<file path="config.mk">
export PLATFORM = sky130hd
export DESIGN_NAME = alu_sequencer_flat
export DESIGN_NICKNAME = d
export VERILOG_FILES = /design/src/rtl/alu_sequencer_if.sv /design/src/rtl/alu_sequencer.sv /design/src/flat_wrapper.sv
export SDC_FILE = /design/constraint.sdc
export NUM_CORES = 1
export LEC_CHECK = 0
export CORE_MARGIN = 2
export CORE_UTILIZATION = 39
export CTS_BUF_LIST = sky130_fd_sc_hd__clkbuf_8
export CTS_CLUSTER_SIZE = 12
export DETAILED_ROUTE_END_ITERATION = 8
export PLACE_DENSITY_LB_ADDON = 0.3
export SETUP_SLACK_MARGIN = 0.4
export SYNTH_ARGS = -nofsm -noshare
export SYNTH_HDL_FRONTEND = slang
export SYNTH_SLANG_ARGS = --single-unit
export TNS_END_PERCENT = 50
</file>
<file path="constraint.sdc">
create_clock -name clk -period 2.9 [get_ports clk]
set_clock_uncertainty 0.2 [all_clocks]
set_input_delay 0.58 -clock clk [delete_from_list [all_inputs] [get_ports clk]]
set_output_delay 0.58 -clock clk [all_outputs]
set_load 0.02 [all_outputs]
</file>
<file path="src/rtl/alu_sequencer_if.sv">
// Command/response bundle for alu_sequencer: command handshake in,
// result handshake out, plus status.
interface alu_sequencer_if #(
    parameter int WIDTH = 24
);
    logic             cmd_valid;
    logic             cmd_ready;
    logic [1:0]       cmd_op;
    logic [WIDTH-1:0] cmd_a;
    logic [WIDTH-1:0] cmd_b;
    logic             rsp_valid;
    logic             rsp_ready;
    logic [WIDTH-1:0] rsp_r;
    logic             busy;
    logic [15:0]      op_count;

    modport master (
        output cmd_valid, cmd_op, cmd_a, cmd_b, rsp_ready,
        input  cmd_ready, rsp_valid, rsp_r, busy, op_count
    );

    modport slave (
        input  cmd_valid, cmd_op, cmd_a, cmd_b, rsp_ready,
        output cmd_ready, rsp_valid, rsp_r, busy, op_count
    );
endinterface

</file>
<file path="src/rtl/alu_sequencer.sv">
// Single-command ALU sequencer: ADD/AND in one RUN cycle, shifts one bit per
// cycle with the amount clamped to WIDTH, result held in DONE until taken.
module alu_sequencer #(
    parameter int WIDTH = 24
) (
    input  logic            clk,
    input  logic            rst_n,
    alu_sequencer_if.slave  bus
);
    localparam int CW = $clog2(WIDTH + 1);

    typedef enum logic [1:0] {IDLE, RUN, DONE} state_t;
    typedef enum logic [1:0] {OP_ADD, OP_AND, OP_SHR, OP_SHL} op_t;

    state_t           state, state_nx;
    op_t              op;
    logic [WIDTH-1:0] acc;
    logic [WIDTH-1:0] b;
    logic [CW-1:0]    cnt;
    logic [15:0]      op_count;
    logic             accept;
    logic             rsp_hs;
    logic             is_shift;

    assign accept   = bus.cmd_valid & bus.cmd_ready;
    assign rsp_hs   = bus.rsp_valid & bus.rsp_ready;
    assign is_shift = (op == OP_SHR) || (op == OP_SHL);

    always_ff @(posedge clk or negedge rst_n) begin
        if (!rst_n) state <= IDLE;
        else        state <= state_nx;
    end

    always_comb begin
        state_nx = state;
        case (state)
            IDLE:    if (accept) state_nx = RUN;
            RUN:     if (!is_shift || cnt == '0) state_nx = DONE;
            DONE:    if (bus.rsp_ready) state_nx = IDLE;
            default: state_nx = IDLE;
        endcase
    end

    // cmd_ready is gated by rst_n so it stays low for the whole reset pulse.
    always_comb begin
        bus.cmd_ready = rst_n && (state == IDLE);
        bus.rsp_valid = (state == DONE);
        bus.rsp_r     = (state == DONE) ? acc : '0;
        bus.busy      = (state != IDLE);
        bus.op_count  = op_count;
    end

    always_ff @(posedge clk or negedge rst_n) begin
        if (!rst_n) begin
            op  <= OP_ADD;
            acc <= '0;
            b   <= '0;
            cnt <= '0;
        end else begin
            case (state)
                IDLE: if (accept) begin
                    op  <= op_t'(bus.cmd_op);
                    acc <= bus.cmd_a;
                    b   <= bus.cmd_b;
                    // any amount >= WIDTH shifts everything out
                    cnt <= (bus.cmd_b >= WIDTH'(WIDTH)) ? CW'(WIDTH) : bus.cmd_b[CW-1:0];
                end
                RUN: begin
                    case (op)
                        OP_ADD: acc <= acc + b;
                        OP_AND: acc <= acc & b;
                        OP_SHR: if (cnt != '0) begin
                            acc <= acc >> 1;
                            cnt <= cnt - 1'b1;
                        end
                        OP_SHL: if (cnt != '0) begin
                            acc <= acc << 1;
                            cnt <= cnt - 1'b1;
                        end
                        default: acc <= acc;
                    endcase
                end
                default: acc <= acc;
            endcase
        end
    end

    always_ff @(posedge clk or negedge rst_n) begin
        if (!rst_n)      op_count <= '0;
        else if (rsp_hs) op_count <= op_count + 16'd1;
    end
endmodule
</file>
<file path="src/flat_wrapper.sv">
// flat-port wrapper written by rule: the top's interface ports become plain ports
module alu_sequencer_flat 
#(
    parameter int WIDTH = 24
)
  (clk, rst_n, bus_cmd_valid, bus_cmd_op, bus_cmd_a, bus_cmd_b, bus_rsp_ready, bus_cmd_ready, bus_rsp_valid, bus_rsp_r, bus_busy, bus_op_count);
  alu_sequencer_if #(.WIDTH(WIDTH)) bus_i ();
  input  logic clk;
  input  logic rst_n;
  input wire logic [$bits(bus_i.cmd_valid)-1:0] bus_cmd_valid;
  input wire logic [$bits(bus_i.cmd_op)-1:0] bus_cmd_op;
  input wire logic [$bits(bus_i.cmd_a)-1:0] bus_cmd_a;
  input wire logic [$bits(bus_i.cmd_b)-1:0] bus_cmd_b;
  input wire logic [$bits(bus_i.rsp_ready)-1:0] bus_rsp_ready;
  output wire logic [$bits(bus_i.cmd_ready)-1:0] bus_cmd_ready;
  output wire logic [$bits(bus_i.rsp_valid)-1:0] bus_rsp_valid;
  output wire logic [$bits(bus_i.rsp_r)-1:0] bus_rsp_r;
  output wire logic [$bits(bus_i.busy)-1:0] bus_busy;
  output wire logic [$bits(bus_i.op_count)-1:0] bus_op_count;
  assign bus_i.cmd_valid = bus_cmd_valid;
  assign bus_i.cmd_op = bus_cmd_op;
  assign bus_i.cmd_a = bus_cmd_a;
  assign bus_i.cmd_b = bus_cmd_b;
  assign bus_i.rsp_ready = bus_rsp_ready;
  assign bus_cmd_ready = bus_i.cmd_ready;
  assign bus_rsp_valid = bus_i.rsp_valid;
  assign bus_rsp_r = bus_i.rsp_r;
  assign bus_busy = bus_i.busy;
  assign bus_op_count = bus_i.op_count;
  alu_sequencer #(.WIDTH(WIDTH)) u_core (.clk(clk), .rst_n(rst_n), .bus(bus_i));
endmodule
</file>
Word-level counts from Yosys, hierarchy flattened
Index checks and enable logic that the tools add are counted.
Operators by class
  add/subtract/negate cells: 3
  magnitude comparators: 1
  equality and inequality tests: 12
  mux-type cells: 15
  bitwise gates (word level): 3
  reductions and logical operators: 15
Operators with widths (number)
  24-bit 2-to-1 mux: 4
  24-bit case mux with 4 select lines: 1
  24-bit case mux with 2 select lines: 1
  24-bit adder: 1
  24-bit bitwise AND: 1
  24-bit by 5-bit greater-or-equal comparator with 1-bit output (second input constant): 1
  5-bit 2-to-1 mux: 4
  16-bit by 1-bit adder with 16-bit output (second input constant): 1
  5-bit case mux with 2 select lines: 1
  4-bit AND reduction: 2
  2-bit equality test (second input constant): 3
  2-bit 2-to-1 mux: 3
  2-bit by 1-bit != test with 1-bit output (second input constant): 3
  3-bit != test (second input constant): 2
  2-bit case mux with 3 select lines: 1
  5-bit logical NOT: 1
  5-bit nonzero test: 1
  5-bit by 1-bit subtractor with 5-bit output (second input constant): 1
  2-bit by 1-bit equality test with 1-bit output (second input constant): 2
  2-bit logical NOT: 2
  2-bit != test (second input constant): 2
  2-bit nonzero test: 2
  3-bit AND reduction: 1
  1-bit bitwise AND: 2
  other kinds (5): 6
Word-level totals
  bits in registers: 73
  input port bits: 54
  output and inout port bits: 43

Longest topological paths before layout
  depth in word-level cells: 6
  mapped depth: 10

Least setup slack after synthesis
Ideal clock, no wire load.
  path kind: register to register
  start: register u_core.acc[0]
  end: register u_core.acc[8]
  arrival time: 2.416 ns
  data required time: 2.580 ns
  slack: 0.165 ns
  stages on the path, launching flop included: 11
  cell sequence: dfrtp_1 ha_1 inv_1 fa_1 and2b_1 o2111ai_2 a21boi_1 a21boi_2 xnor2_1 mux4_2 a31o_1
Between the ends
  word-level cells in the longest chain between the ends: 3
RTL lines
  start: declaration: RTL line alu_sequencer.sv:17  | logic [WIDTH-1:0] acc;
  start signal: assignment: RTL line alu_sequencer.sv:63  | acc <= bus.cmd_a;
  start signal: assignment: RTL line alu_sequencer.sv:70  | OP_ADD: acc <= acc + b;
  start signal: assignment: RTL line alu_sequencer.sv:71  | OP_AND: acc <= acc & b;
  24-bit adder: RTL line alu_sequencer.sv:70
  24-bit case mux with 4 select lines: RTL line alu_sequencer.sv:69  | case (op)
  24-bit case mux with 2 select lines: RTL line alu_sequencer.sv:60  | case (state)
No other way between the ends.
A chain may end at the register's enable or synchronous reset.

Final worst setup path
  start: register u_core.b[0]
  end: register u_core.acc[8]
Between the ends
  word-level cells in the longest chain between the ends: 3
RTL lines
  start: declaration: RTL line alu_sequencer.sv:18  | logic [WIDTH-1:0] b;
  start signal: assignment: RTL line alu_sequencer.sv:64  | b <= bus.cmd_b;
  24-bit adder: RTL line alu_sequencer.sv:70
  24-bit case mux with 4 select lines: RTL line alu_sequencer.sv:69
  24-bit case mux with 2 select lines: RTL line alu_sequencer.sv:60
No other way between the ends.

==> run summary <==
R2r setup slk -> 180 ps
Post-route setup slack -> 185 ps
Reg clk slew, reported paths -> 100 ps
F_max -> 368 MHz
Synth area leader -> dfrtp_1
Cells after synthesis -> 556
Fillers -> 1208
GPL Wtd Cong -> 0.911
Layout cell share with drive strength beyond 1 -> 0.216
Internal power -> 4.97 mW
DR pass1 iterations -> 4
Post-route ant nets -> 0
Max-cap violations -> 0
Quantity of hold-fixing buffers added after cts -> 0
Number of diodes -> 0
Effective utilization at floorplan -> 0.397
Nets -> 759
Final Instance Count excl. Fillers -> 858
Cell with the most instances after synthesis -> dfrtp_1
Sw frac -> 0.458
Die Width -> 120 microns
Clock share of power -> 0.106
Share of the synthesized area in the top cell type -> 0.350
Crit path capture type -> flop
Core area -> 13100 sq um
Status -> finished, final reports clean
Endpoints failing setup -> 0
Startpoint Class -> flop
Critical Path RT -> 2980 ps
Buffers on Ports -> 96
Post-DP HPWL -> 11500 microns
Clock buffer depth -> 2
Leak -> 3.01 nW
Vias in the first global route -> 4747
Post-detailed-routing wire length -> 15500 microns
Sink Count -> 73
Synthesized area -> 5220 sq um
Most area-consuming cells after synthesis -> dfrtp_1 35%, mux2_2 8.4%, ha_1 6.5%
Final period util -> 0.936
Clock root buffer -> clkbuf_8
DR vias -> 4888
Top FF cell, synth -> dfrtp_1
Pin count of the biggest net entering global routing -> 34
H-tree levels -> 3
Rel. slew slack -> 0.590
Reg2reg start -> u_core.b[0]$_DFFE_PN0P_
Io pins -> 97
Synth warn -> 0
Switching pwr -> 4.19 mW
RR Endpoint -> u_core.acc[8]$_DFFE_PN0P_
Gr ovfl total -> 0
Post-synthesis register bit count -> 73
Drc violations -> 0
EDFF count, synth -> 0
Register share of total power -> 0.211
Min Tclk post-route -> 2720 ps
R2R depth -> 10
WS Path Type -> flop to flop
First-pass GRT wire length -> 24800 microns
Post-synth top cells -> 73 x dfrtp_1, 48 x nand2_1, 44 x o21ai_0
Initial DRC Count -> 326
Layout area overhead -> 34.8%
Mapped Avg Cell Area -> 9.39 sq um
RSZ-0062 raised after global routing -> yes
Vias per cell -> 5.70
Die area -> 14300 sq um
Power per Cell Area -> 1300 nW/um^2
Wire length per cell -> 18.0 microns
Pre-CTS WS -> 78.8 ps
Setup TNS -> 0 ps
Initial antenna violation count -> 0
Synth async-reset ratio -> 1.00
Die height -> 120 microns
TritonCTS buffer count -> 9
Total global routing track utilization -> 0.221
Critical-path maximum fanout -> 3
Pins Over Slew Limit -> 0
Yosys cell types -> 64
Final Hold Violating Endpoints -> 0
Worst min path class -> input pin to asynchronous set/reset pin
Post-Place Cells -> 827
Least-Margin Pin Slew -> 612 ps
Clk_lat worst skew -> 390 ps
Crit path from -> u_core.b[0]$_DFFE_PN0P_
Arrival time at the worst endpoint -> 2800 ps
Synthesized net count -> 638
Comb power frac -> 0.683
Site Rows -> 42
Total Power -> 9.16 mW
Worst IR Drop VDD -> 0.576 mV
Register area share after synthesis -> 0.350
CTS tree -> built
what timing repair did:
item	4_1_cts	5_1_grt
resized for setup	24	40
endpoints found under the setup margin	43	50
buffers inserted	4	11
pin swaps	2	22
hold endpoints to repair	0	0
cell families after synthesis:
group | synth area share
AOI/OAI and AO/OA | 0.203
xor gates and xnor gates | 0.0587
adders and majority gates | 0.0686
buffers and inverters | 0.0314
DFF | 0.350
muxes | 0.124
and+or+nand+nor | 0.164
worst max-delay path: stages (launching register included):
cell	delay (ps)
dfrtp_1	400
ha_4	160
inv_2	40
fa_2	340
and2b_1	230
o2111ai_2	150
a21boi_2	240
a21boi_2	80
xnor2_1	130
mux4_2	440
a31o_1	180
registers in the layout, indices dropped and copies added (netlist names):
register	flops
u_core.acc	24
u_core.b	24
u_core.bus.op_count	16
u_core.cnt	5
u_core.op	2
u_core.state	2
final cells by class:
class                      instances  area, sq um  share of cell area
inverter                           8         30.0             0.00427
sequential                        73         1830               0.260
clock buffer                      10          138              0.0196
tap                              176          220              0.0313
timing repair buffer             141         1300               0.184
clock inverter                     6         96.3              0.0137
multi-input combinational        444         3430               0.487
cells in the final DEF, fill, tap and decap left out, drive strengths merged, types with 8 or more instances in the layout:
cell	synthesis	final
a21oi	31	31
and3	9	9
mux2	39	39
xor2	17	17
dlygate4sd2	0	21
dfrtp	73	73
clkdlybuf4s50	0	70
buf	12	46
and2	24	24
xnor2	18	18
inv	8	11
nor3	8	8
a21o	9	9
a31oi	10	10
ha	27	27
a221oi	10	10
nor2	41	41
clkbuf	19	10
nand2	48	48
o21ai	47	47
nand3	12	12
power by group through the flow:
| stage | Clock [mW] | Sequential, mW | Combinational (mW) |
|---|---|---|---|
| after floorplan | 0 | 1.74 | 4.16 |
| after global placement | 0 | 1.87 | 5.58 |
| after detailed placement | 0 | 1.89 | 5.65 |
| after CTS | 0.994 | 1.88 | 5.69 |
| after global routing | 1.04 | 1.98 | 6.82 |
| final | 0.973 | 1.93 | 6.25 |
worst max-delay path by stage:
stage / cells after the start / endpoint / slack [ps]
final: 10 / u_core.acc[8]$_DFFE_PN0P_ / 180
after floorplan: 10 / u_core.acc[8]$_DFFE_PN0P_ / 250
after CTS: 10 / u_core.acc[8]$_DFFE_PN0P_ / 160
after global routing: 10 / u_core.acc[8]$_DFFE_PN0P_ / 70
after global placement: 10 / u_core.acc[8]$_DFFE_PN0P_ / 140
after detailed placement: 10 / u_core.acc[8]$_DFFE_PN0P_ / 80
through the flow:
stage	cell area, sq um	utilization	hold WS (ps)
after global placement	6520	0.496	264
final	7040	0.536	24.5
after detailed placement	6520	0.496	279
after global routing	7040	0.536	47.1
after CTS	6770	0.516	30.6
after floorplan	5230	-	84.4
metal layers:
layer / vias up / wire length (microns) / share of wire / global-route usage
met3: 29 / 777 / 0.050 / 0.0461
met2: 148 / 7230 / 0.47 / 0.351
met1: 2401 / 7080 / 0.46 / 0.298
li1: 2310 / - / - / -
met5: - / 0 / 0 / 0
met4: 0 / 395 / 0.026 / 0.0801
Note: power is estimated with default switching activity, not from simulation.
